## src/rtl/rsa_pkg.sv

```systemverilog
// Shared definitions for the systolic-array row result collector.
//   - Q1.12.19 data format constants and the default data width derived from them
//   - FSM state encoding for the collector's burst framer
//   - Default result-entry packing width {data, column index, last}
package rsa_pkg;

  localparam int INT_BIT    = 12;
  localparam int DEC_BIT    = 19;
  // Sign bit + integer bits + fraction bits.
  localparam int RSA_DW_DEF = 1 + INT_BIT + DEC_BIT;
  localparam int IDX_W_DEF  = 2;

  // One FIFO entry carries the result, its column index and the last flag.
  localparam int ENTRY_W_DEF = RSA_DW_DEF + IDX_W_DEF + 1;

  localparam logic [0:0] ST_IDLE  = 1'b0;
  localparam logic [0:0] ST_BURST = 1'b1;

endpackage

```

## src/rtl/rsa_sync_fifo.sv

```systemverilog
// Synchronous show-ahead FIFO.
//   clk    : clock
//   rst_n  : asynchronous active-low reset (pointers and count only)
//   push   : write wdata; accepted when not full, or when full with a pop
//            in the same cycle
//   pop    : remove the head entry; ignored when empty
//   wdata  : entry to write
//   rdata  : current head entry (valid whenever empty is low)
//   full   : DEPTH entries held
//   empty  : no entries held
module rsa_sync_fifo import rsa_pkg::*; #(
  parameter int W     = ENTRY_W_DEF,
  parameter int DEPTH = 8
) (
  input  logic         clk,
  input  logic         rst_n,
  input  logic         push,
  input  logic         pop,
  input  logic [W-1:0] wdata,
  output logic [W-1:0] rdata,
  output logic         full,
  output logic         empty
);

  localparam int AW = $clog2(DEPTH);

  logic [W-1:0]  mem_q [DEPTH];
  logic [AW-1:0] wr_ptr_q, wr_ptr_d;
  logic [AW-1:0] rd_ptr_q, rd_ptr_d;
  logic [AW:0]   count_q, count_d;
  logic          do_push;
  logic          do_pop;

  assign full  = (count_q == (AW+1)'(DEPTH));
  assign empty = (count_q == '0);

  // A pop in the same cycle frees the slot, so a full FIFO can still accept.
  assign do_pop  = pop && !empty;
  assign do_push = push && (!full || do_pop);

  assign rdata = mem_q[rd_ptr_q];

  always_comb begin
    wr_ptr_d = wr_ptr_q;
    rd_ptr_d = rd_ptr_q;
    count_d  = count_q;
    // Pointers are power-of-two wide, so the increment wraps naturally.
    if (do_push) wr_ptr_d = wr_ptr_q + AW'(1);
    if (do_pop)  rd_ptr_d = rd_ptr_q + AW'(1);
    case ({do_push, do_pop})
      2'b10:   count_d = count_q + (AW+1)'(1);
      2'b01:   count_d = count_q - (AW+1)'(1);
      default: count_d = count_q;
    endcase
  end

  always_ff @(posedge clk or negedge rst_n) begin
    if (!rst_n) begin
      wr_ptr_q <= '0;
      rd_ptr_q <= '0;
      count_q  <= '0;
    end else begin
      wr_ptr_q <= wr_ptr_d;
      rd_ptr_q <= rd_ptr_d;
      count_q  <= count_d;
    end
  end

  // Storage needs no reset: the head is only meaningful when not empty.
  always_ff @(posedge clk) begin
    if (do_push) mem_q[wr_ptr_q] <= wdata;
  end

endmodule

```

## src/rtl/rsa_row_collector.sv

```systemverilog
// West-edge result collector for one systolic-array row.
// Frames the PE result stream into bursts of RSA_COL results, tags each
// with its column index and a last flag, and buffers them for a
// valid/ready consumer.
//   clk, sys_rst_n   : clock, asynchronous active-low reset
//   mulres_val/mulres: result stream from the westmost PE (no backpressure)
//   out_valid/out_ready/out_data/out_idx/out_last : buffered result output
//   burst_done       : one-cycle pulse after the last result of a burst
//   err_short        : sticky, a burst ended before RSA_COL results
//   err_ovf          : sticky, a result was dropped on a full FIFO
//   err_clr          : synchronous clear of both sticky flags
//   dbg_state        : current framer FSM state (ST_IDLE / ST_BURST)
//
// Output handshake: an entry transfers on a cycle where out_valid and
// out_ready are both high at the rising edge; while out_valid is high and
// out_ready is low, out_data/out_idx/out_last hold. Outputs read as zero
// when out_valid is low.
module rsa_row_collector import rsa_pkg::*; #(
  parameter int RSA_DW     = RSA_DW_DEF,
  parameter int RSA_COL    = 4,
  parameter int FIFO_DEPTH = 8,
  parameter int IDX_W      = IDX_W_DEF
) (
  input  logic                     clk,
  input  logic                     sys_rst_n,
  input  logic                     mulres_val,
  input  logic signed [RSA_DW-1:0] mulres,
  output logic                     out_valid,
  input  logic                     out_ready,
  output logic signed [RSA_DW-1:0] out_data,
  output logic [IDX_W-1:0]         out_idx,
  output logic                     out_last,
  output logic                     burst_done,
  output logic                     err_short,
  output logic                     err_ovf,
  input  logic                     err_clr,
  output logic [0:0]               dbg_state
);

  localparam int               EW       = RSA_DW + IDX_W + 1;
  localparam logic [IDX_W-1:0] LAST_IDX = IDX_W'(RSA_COL - 1);

  logic [0:0]       state_q, state_d;
  logic [IDX_W-1:0] col_cnt_q, col_cnt_d;
  logic             burst_done_q, burst_done_d;
  logic             err_short_q, err_short_d;
  logic             err_ovf_q, err_ovf_d;

  logic             capture;
  logic [IDX_W-1:0] cap_idx;
  logic             cap_last;
  logic             short_evt;
  logic             ovf_evt;

  logic [EW-1:0]    wr_entry;
  logic [EW-1:0]    rd_entry;
  logic             fifo_full;
  logic             fifo_empty;
  logic             pop;

  // Framer: every valid is captured; the counter advances even when the
  // entry is dropped so that burst boundaries stay aligned.
  always_comb begin
    state_d   = state_q;
    col_cnt_d = col_cnt_q;
    capture   = 1'b0;
    cap_idx   = col_cnt_q;
    cap_last  = 1'b0;
    short_evt = 1'b0;
    case (state_q)
      ST_IDLE: begin
        if (mulres_val) begin
          capture   = 1'b1;
          cap_idx   = '0;
          state_d   = ST_BURST;
          col_cnt_d = IDX_W'(1);
        end
      end
      ST_BURST: begin
        if (mulres_val) begin
          capture = 1'b1;
          cap_idx = col_cnt_q;
          if (col_cnt_q == LAST_IDX) begin
            cap_last  = 1'b1;
            state_d   = ST_IDLE;
            col_cnt_d = '0;
          end else begin
            col_cnt_d = col_cnt_q + IDX_W'(1);
          end
        end else begin
          short_evt = 1'b1;
          state_d   = ST_IDLE;
          col_cnt_d = '0;
        end
      end
      default: begin
        state_d   = ST_IDLE;
        col_cnt_d = '0;
      end
    endcase
  end

  assign pop      = out_valid && out_ready;
  assign ovf_evt  = capture && fifo_full && !pop;
  assign wr_entry = {mulres, cap_idx, cap_last};

  // A new error event in the same cycle as err_clr keeps the flag set.
  always_comb begin
    burst_done_d = capture && cap_last;
    err_short_d  = short_evt ? 1'b1 : (err_clr ? 1'b0 : err_short_q);
    err_ovf_d    = ovf_evt   ? 1'b1 : (err_clr ? 1'b0 : err_ovf_q);
  end

  always_ff @(posedge clk or negedge sys_rst_n) begin
    if (!sys_rst_n) begin
      state_q      <= ST_IDLE;
      col_cnt_q    <= '0;
      burst_done_q <= 1'b0;
      err_short_q  <= 1'b0;
      err_ovf_q    <= 1'b0;
    end else begin
      state_q      <= state_d;
      col_cnt_q    <= col_cnt_d;
      burst_done_q <= burst_done_d;
      err_short_q  <= err_short_d;
      err_ovf_q    <= err_ovf_d;
    end
  end

  rsa_sync_fifo #(
    .W     (EW),
    .DEPTH (FIFO_DEPTH)
  ) u_fifo (
    .clk   (clk),
    .rst_n (sys_rst_n),
    .push  (capture),
    .pop   (pop),
    .wdata (wr_entry),
    .rdata (rd_entry),
    .full  (fifo_full),
    .empty (fifo_empty)
  );

  assign out_valid  = !fifo_empty;
  // Mask the uninitialised head so outputs read zero when nothing is held.
  assign out_data   = out_valid ? rd_entry[EW-1 -: RSA_DW] : '0;
  assign out_idx    = out_valid ? rd_entry[IDX_W:1]        : '0;
  assign out_last   = out_valid ? rd_entry[0]              : 1'b0;
  assign burst_done = burst_done_q;
  assign err_short  = err_short_q;
  assign err_ovf    = err_ovf_q;
  assign dbg_state  = state_q;

endmodule

```

## config.mk

```make
export PLATFORM = sky130hd
export DESIGN_NAME = rsa_row_collector
export DESIGN_NICKNAME = d
export VERILOG_FILES = /design/src/rtl/rsa_pkg.sv /design/src/rtl/rsa_sync_fifo.sv /design/src/rtl/rsa_row_collector.sv
export SDC_FILE = /design/constraint.sdc
export NUM_CORES = 1
export LEC_CHECK = 0
export ABC_AREA = 1
export BUFFER_PORTS_ARGS = -buffer_cell sky130_fd_sc_hd__buf_2
export CORE_UTILIZATION = 60
export DETAILED_ROUTE_END_ITERATION = 12
export GPL_TIMING_DRIVEN = 0
export PLACE_DENSITY = 0.75
export SYNTH_ARGS = -nofsm -noshare
export SYNTH_HDL_FRONTEND = slang
export SYNTH_SLANG_ARGS = --single-unit
```

## constraint.sdc

```tcl
create_clock -name clk -period 5.26 [get_ports clk]
set_clock_uncertainty 0.15 [all_clocks]
set_input_delay 0 -clock clk [delete_from_list [all_inputs] [get_ports clk]]
set_output_delay 0 -clock clk [all_outputs]
set_load 0.05 [all_outputs]
```

After elaboration in Yosys (flattened, before gate mapping):

Memory sizes are Yosys's and may differ from the RTL's.
Cells that the tools add are included.

* register bits: 16
* latch bits: 0
* bits in writable memories: 280
* memory bits (read-only): 0
* bits of input ports: 37
* memories: 1

* $add $sub $neg: 5
* multipliers: 0
* div/mod/pow operators: 0
* order comparisons: 0
* eq/ne operators: 5
* shifts and indexed selects: 0
* mux-type cells: 24
* bitwise gates (word level): 1
* reductions and logical operators: 14

Memories
* u_fifo.mem_q: depth 8, width 35, read ports 1, clocked after memory_dff 0, wr ports 1, line rsa_sync_fifo.sv:27 `logic [W-1:0] mem_q [DEPTH];`

Operators by type and width (number)
* 32-bit 2-to-1 mux: 1
* 1-bit 2-to-1 mux: 14
* 2-bit 2-to-1 mux: 5
* 2-bit case mux with 2 select lines: 2
* 4-bit case mux with 2 select lines: 1
* 3-bit by 1-bit adder with 3-bit output (second input constant): 2
* 1-bit logical AND: 6
* 2-bit nonzero test: 3
* 4-bit by 1-bit adder with 4-bit output (second input constant): 1
* 2-bit equality test (second input constant): 2
* 4-bit equality test (second input constant): 1
* 4-bit zero test: 1
* 4-bit by 1-bit subtractor with 4-bit output (second input constant): 1
* 1-bit zero test: 3
* 2-bit by 1-bit adder with 2-bit output (second input constant): 1
* 2-bit by 1-bit equality test with 1-bit output (second input constant): 1
* 2-bit != test (second input constant): 1
* 1-bit case mux with 2 select lines: 1
* 1-bit logical OR: 1
* 1-bit inverter: 1

Depth between registers and ports, before layout:

* depth after elaboration: 8
* mapped depth: 13

By module:

Synthesis repeated with hierarchy kept, for this count alone.

* cells, all modules: 969
* area, all modules: 12273.0 µm²

By module, submodules not included
* rsa_sync_fifo: times used 1, cells each 862, area an instance 11695.0 µm²
* rsa_row_collector: times used 1, cells each 107, area an instance 578.1 µm²

Least setup slack after synthesis:

OpenSTA, ideal clock, no wires.

* kind: flip-flop to flip-flop
* start: reg u_fifo.count_q[1]
* end: mem u_fifo.mem_q[0][0] in the netlist's numbering (enable)
* setup time: 471 ps
* data arrival time: 3238 ps
* required time: 4639 ps
* slack: 1401 ps
* cell stages (with the launch flop): 6
* period minus slack after synthesis: 3859 ps
* cells stage by stage: dfrtp_1 > nor2_1 > nand4_1 > nand2_1 > buf_2 > nor3_1

* longest elaborated chain between the ends: 8

Ends and longest elaborated chain
* start, declared: line rsa_sync_fifo.sv:30 `logic [AW:0] count_q, count_d;`
* start signal, assigned: line rsa_sync_fifo.sv:65 `count_q <= count_d;`
* 4-bit zero test: line rsa_sync_fifo.sv:35 `assign empty = (count_q == '0);`
* 1-bit zero test: line rsa_sync_fifo.sv:38, rsa_row_collector.sv:144
* 1-bit logical AND: line rsa_row_collector.sv:103 `assign pop = out_valid && out_ready;`
* 1-bit logical AND: line rsa_sync_fifo.sv:38 `assign do_pop = pop && !empty;`
* 1-bit logical OR (*): line rsa_sync_fifo.sv:39 `assign do_push = push && (!full || do_pop);`
* 1-bit logical AND (*): line rsa_sync_fifo.sv:39
* 1-bit 2-to-1 mux (*): line rsa_sync_fifo.sv:71 `if (do_push) mem_q[wr_ptr_q] <= wdata;`
* 1-bit 2-to-1 mux (implied by the code) (*): line rsa_sync_fifo.sv:71
* end, declared: line rsa_sync_fifo.sv:27

Mark *: on every way between the ends. The rest lies on a longest branch, timed or not.

Worst setup path after layout:

* start: reg u_fifo.rd_ptr_q[1]
* end: out out_data[30]

* longest elaborated chain between the ends: 2

Ends and longest elaborated chain
* start, declared: line rsa_sync_fifo.sv:29 `logic [AW-1:0] rd_ptr_q, rd_ptr_d;`
* start signal, assigned: line rsa_sync_fifo.sv:64 `rd_ptr_q <= rd_ptr_d;`
* memory read 8 x 35 bit
* 32-bit 2-to-1 mux: line rsa_row_collector.sv:146 `assign out_data = out_valid ? rd_entry[EW-1 -: RSA_DW] : '0;`
* end, declared: line rsa_row_collector.sv:30 `output logic signed [RSA_DW-1:0] out_data,`

Every way passes these cells.

==> impl_metrics.ini <==
[outcome]
outcome = finished, final reports clean

[grt]
grt.total_usage_pct = 27.3
grt_antenna_before_repair = 0
gr-total-overflow = 0
pin_count_of_the_biggest_net_entering_global_routing = 17
global_route_wire_length_before_repair_um = 41200
grt_pass1_vias = 7784

[clock_network]
post_cts_resize_count = 0
clock-root-buffer = sky130_fd_sc_hd__clkbuf_16
clk_pin_slew_worst_paths_ps = 60
clk_path_buf_depth = 3
htree_levels = 1
tritoncts_num_sinks = 296
numCtsBuffers = 28
insertion_delay_ps = 540
cts_tree = done
cts-hold-fix-buffers = 39
number_of_setup_buffers_added_after_cts = 0

[timing]
finalCritPeriodShare_pct = 55.3
finalHoldViolCount = 0
grt_setup_unrepaired = false
max_clock_freq_ghz = 0.344
slew_headroom_pct = 36.2
setup-violations-final = 0
final-max-slew-violation-count = 0
worst_slew_pin_slew_ps = 951
totalNegativeSetupSlack_ps = 0
finalCriticalPeriod_ps = 2910

[power]
fin_total_pwr_mw = 8.90
pwr-share-comb_pct = 44.5
pd_cells_nw_per_um2 = 632
pwr-share-clk_pct = 20.8
power.share.switching_pct = 43.1
power_report.internal_total_mw = 5.06
leakagePower_nw = 5.09
peakVddDrop_mv = 0.403
p_sw_mw = 3.84
sequentialPowerShare_pct = 34.7

[logic_synthesis]
syn-instance-count = 930
syn_avg_cell_area_um2 = 12.7
synth_top_cell_area_share_pct = 71.3
synth_nets = 973
synth-seq-cells = 296
netlist.top_cell.by_area = sky130_fd_sc_hd__edfxtp_1
post_synth_instance_area_um2 = 11800
post_synth_num_cell_types = 23
yosysWarningCount = 0
yosysSeqAreaShare_pct = 74.7
post_synth_main_area_contributors = sky130_fd_sc_hd__edfxtp_1 71%, sky130_fd_sc_hd__nor2_1 8.0%, sky130_fd_sc_hd__o21ai_0 3.8%

[critical_path]
crit-reg2reg-launch = u_fifo.count_q[2]
r2r-end = u_fifo.mem_q[4][15]
cp.required_ps = 5110
crit_path_capture_type = output pin
critPathMaxFanout = 10
critical_path.startpoint_type = flop
worst_r2r_path_depth = 8
crit_start = u_fifo.rd_ptr_q[1]
arrival_ps = 2760
endpoint = out_data[30]
setup.worst_path.class = reg -> out
worst-r2r-setup-slack_ps = 2520

[placement]
placed_cell_area_um2 = 12800
placed_wire_length_estimate_um = 17400
finalWeightedCongestion = 0.810
placement.io_buffers = 76

[finish]
post_route_cells_drive_above_1_share_pct = 15.5
num_antenna_cells = 0
synthToLayoutAreaGrowth_pct = 19.4
design_area_um2 = 14100
final_nets = 1144

[detailed_routing]
route.vias.total = 7915
wl_per_cell_um = 19.4
detailedRoute.firstPassIterationCount = 5
drt_drc_violations_left = 0
drtAntennaViolNets = 0
drc_marker_count_from_the_first_detailed_route_iteration = 759
drt-vias-per-instance = 5.72
wirelength_um = 26800

[floorplanning]
rows = 50
dieArea_um2 = 20200
horizontal_extent_of_the_die_um = 142
placeableCoreArea_um2 = 19000
pin_count = 77
initial_utilization_pct = 62.2
floorplan.die.height_um = 142

[job]
maxCapViolCount = 0

[min_path]
hold_path.startpoint = mulres[4]
hold_path.class = in -> reg
-- power groups by stage --
stage | registers [mW] | clock network, mW | logic [mW]
after floorplan | 3.13 | 0 | 2.76
final | 3.09 | 1.85 | 3.96
after global routing | 3.11 | 1.96 | 4.26
after CTS | 3.08 | 1.87 | 3.94
after global placement | 3.17 | 0 | 3.72
after detailed placement | 3.13 | 0 | 3.90
-- metal layers --
layer | vias to the layer above | track usage (%) | share of wire [%]
met2 | 325 | 47.6 | 51
li1 | 3697 | - | -
met1 | 3865 | 36.4 | 41
met3 | 28 | 3.53 | 6.6
met4 | 0 | 7.13 | 1.3
met5 | - | 0 | 0
-- registers in the layout, indices dropped and copies added (netlist names) --
register and cells:
burst_done 1, col_cnt_q 2, dbg_state 1, err_ovf 1
err_short 1, u_fifo.count_q 4, u_fifo.mem_q 280, u_fifo.rd_ptr_q 3
u_fifo.wr_ptr_q 3
-- metrics by stage --
| step | cells | util [%] | hold WS [ps] | setup slack, ps |
|---|---|---|---|---|
| final | 1383 | 74.2 | 120 | 2350 |
| after detailed placement | 1292 | 67.7 | -216 | 2540 |
| after global routing | 1383 | 74.2 | 116 | 2270 |
| after global placement | 1266 | 65.9 | -218 | -627 |
| after floorplan | 930 | - | -446 | 1400 |
| after CTS | 1383 | 74.2 | 99.6 | 2400 |
-- synthesized netlist by cell type --
cell type / count
sky130_fd_sc_hd__clkbuf_1: 27
sky130_fd_sc_hd__buf_6: 6
sky130_fd_sc_hd__nor2_1: 252
sky130_fd_sc_hd__edfxtp_1: 280
sky130_fd_sc_hd__inv_2: 1
sky130_fd_sc_hd__xor2_1: 4
sky130_fd_sc_hd__buf_2: 18
sky130_fd_sc_hd__nand3_1: 6
sky130_fd_sc_hd__xnor2_1: 3
sky130_fd_sc_hd__nand2_2: 1
sky130_fd_sc_hd__ha_1: 6
sky130_fd_sc_hd__buf_4: 4
sky130_fd_sc_hd__dfrtp_1: 16
sky130_fd_sc_hd__o21ai_0: 89
sky130_fd_sc_hd__nor3_1: 8
sky130_fd_sc_hd__a21oi_1: 4
sky130_fd_sc_hd__inv_1: 16
sky130_fd_sc_hd__o211ai_1: 35
sky130_fd_sc_hd__buf_1: 1
sky130_fd_sc_hd__nand4_1: 1
sky130_fd_sc_hd__o21ai_1: 55
sky130_fd_sc_hd__o22ai_1: 37
sky130_fd_sc_hd__nand2_1: 60
-- worst min path at each step --
stage                          to  slack (ps)  depth (start not counted)
2_1_floorplan          burst_done        -450                          0
3_3_place_gp         col_cnt_q[1]        -220                          1
3_5_place_dp         col_cnt_q[1]        -220                          1
4_1_cts        u_fifo.mem_q[5][5]         100                          2
5_1_grt        u_fifo.mem_q[1][7]         120                          2
6_report       u_fifo.mem_q[1][7]         120                          2
-- cell usage in the layout, fill, tap and decap left out, types with 4 or more instances in the layout --
master / instances
sky130_fd_sc_hd__a21oi_1: 4
sky130_fd_sc_hd__buf_2: 94
sky130_fd_sc_hd__clkbuf_16: 29
sky130_fd_sc_hd__o21ai_1: 55
sky130_fd_sc_hd__clkbuf_1: 38
sky130_fd_sc_hd__clkinv_2: 4
sky130_fd_sc_hd__nand2_1: 60
sky130_fd_sc_hd__nor3_2: 8
sky130_fd_sc_hd__inv_1: 16
sky130_fd_sc_hd__buf_6: 29
sky130_fd_sc_hd__nor2_1: 252
sky130_fd_sc_hd__clkinv_1: 7
sky130_fd_sc_hd__xor2_1: 4
sky130_fd_sc_hd__ha_1: 6
sky130_fd_sc_hd__o22ai_1: 37
sky130_fd_sc_hd__dfrtp_1: 16
sky130_fd_sc_hd__o211ai_1: 35
sky130_fd_sc_hd__o21ai_0: 89
sky130_fd_sc_hd__edfxtp_1: 280
sky130_fd_sc_hd__dlygate4sd3_1: 39
sky130_fd_sc_hd__nand3_1: 6
sky130_fd_sc_hd__buf_4: 4
-- cells by family after synthesis --
group	after synthesis	synth area share, %
buffers and inverters	73	3.02
DFF	296	74.7
and+or+nand+nor	328	10.6
adders and majority gates	6	0.637
AOI/OAI and AO/OA	220	10.5
xor gates and xnor gates	7	0.520
-- area by class of cell --
cell class / instances / area (um2)
Sequential cell: 296 / 8810
Fill cell: 1204 / 4880
Multi-Input combinational cell: 561 / 2670
Timing Repair Buffer: 141 / 1070
Clock buffer: 40 / 767
Tap cell: 260 / 325
Buffer: 56 / 293
Clock inverter: 12 / 76.3
Inverter: 17 / 63.8
-- worst max-delay path: stages (launching register included) --
cell and delay [ps]:
sky130_fd_sc_hd__dfrtp_1 490, sky130_fd_sc_hd__inv_1 390, sky130_fd_sc_hd__clkbuf_1 480, sky130_fd_sc_hd__o21ai_0 210, sky130_fd_sc_hd__o22ai_1 180, sky130_fd_sc_hd__nor2_1 70, sky130_fd_sc_hd__nor2_1 130, sky130_fd_sc_hd__buf_2 270
(Power assumes the default switching activity.)
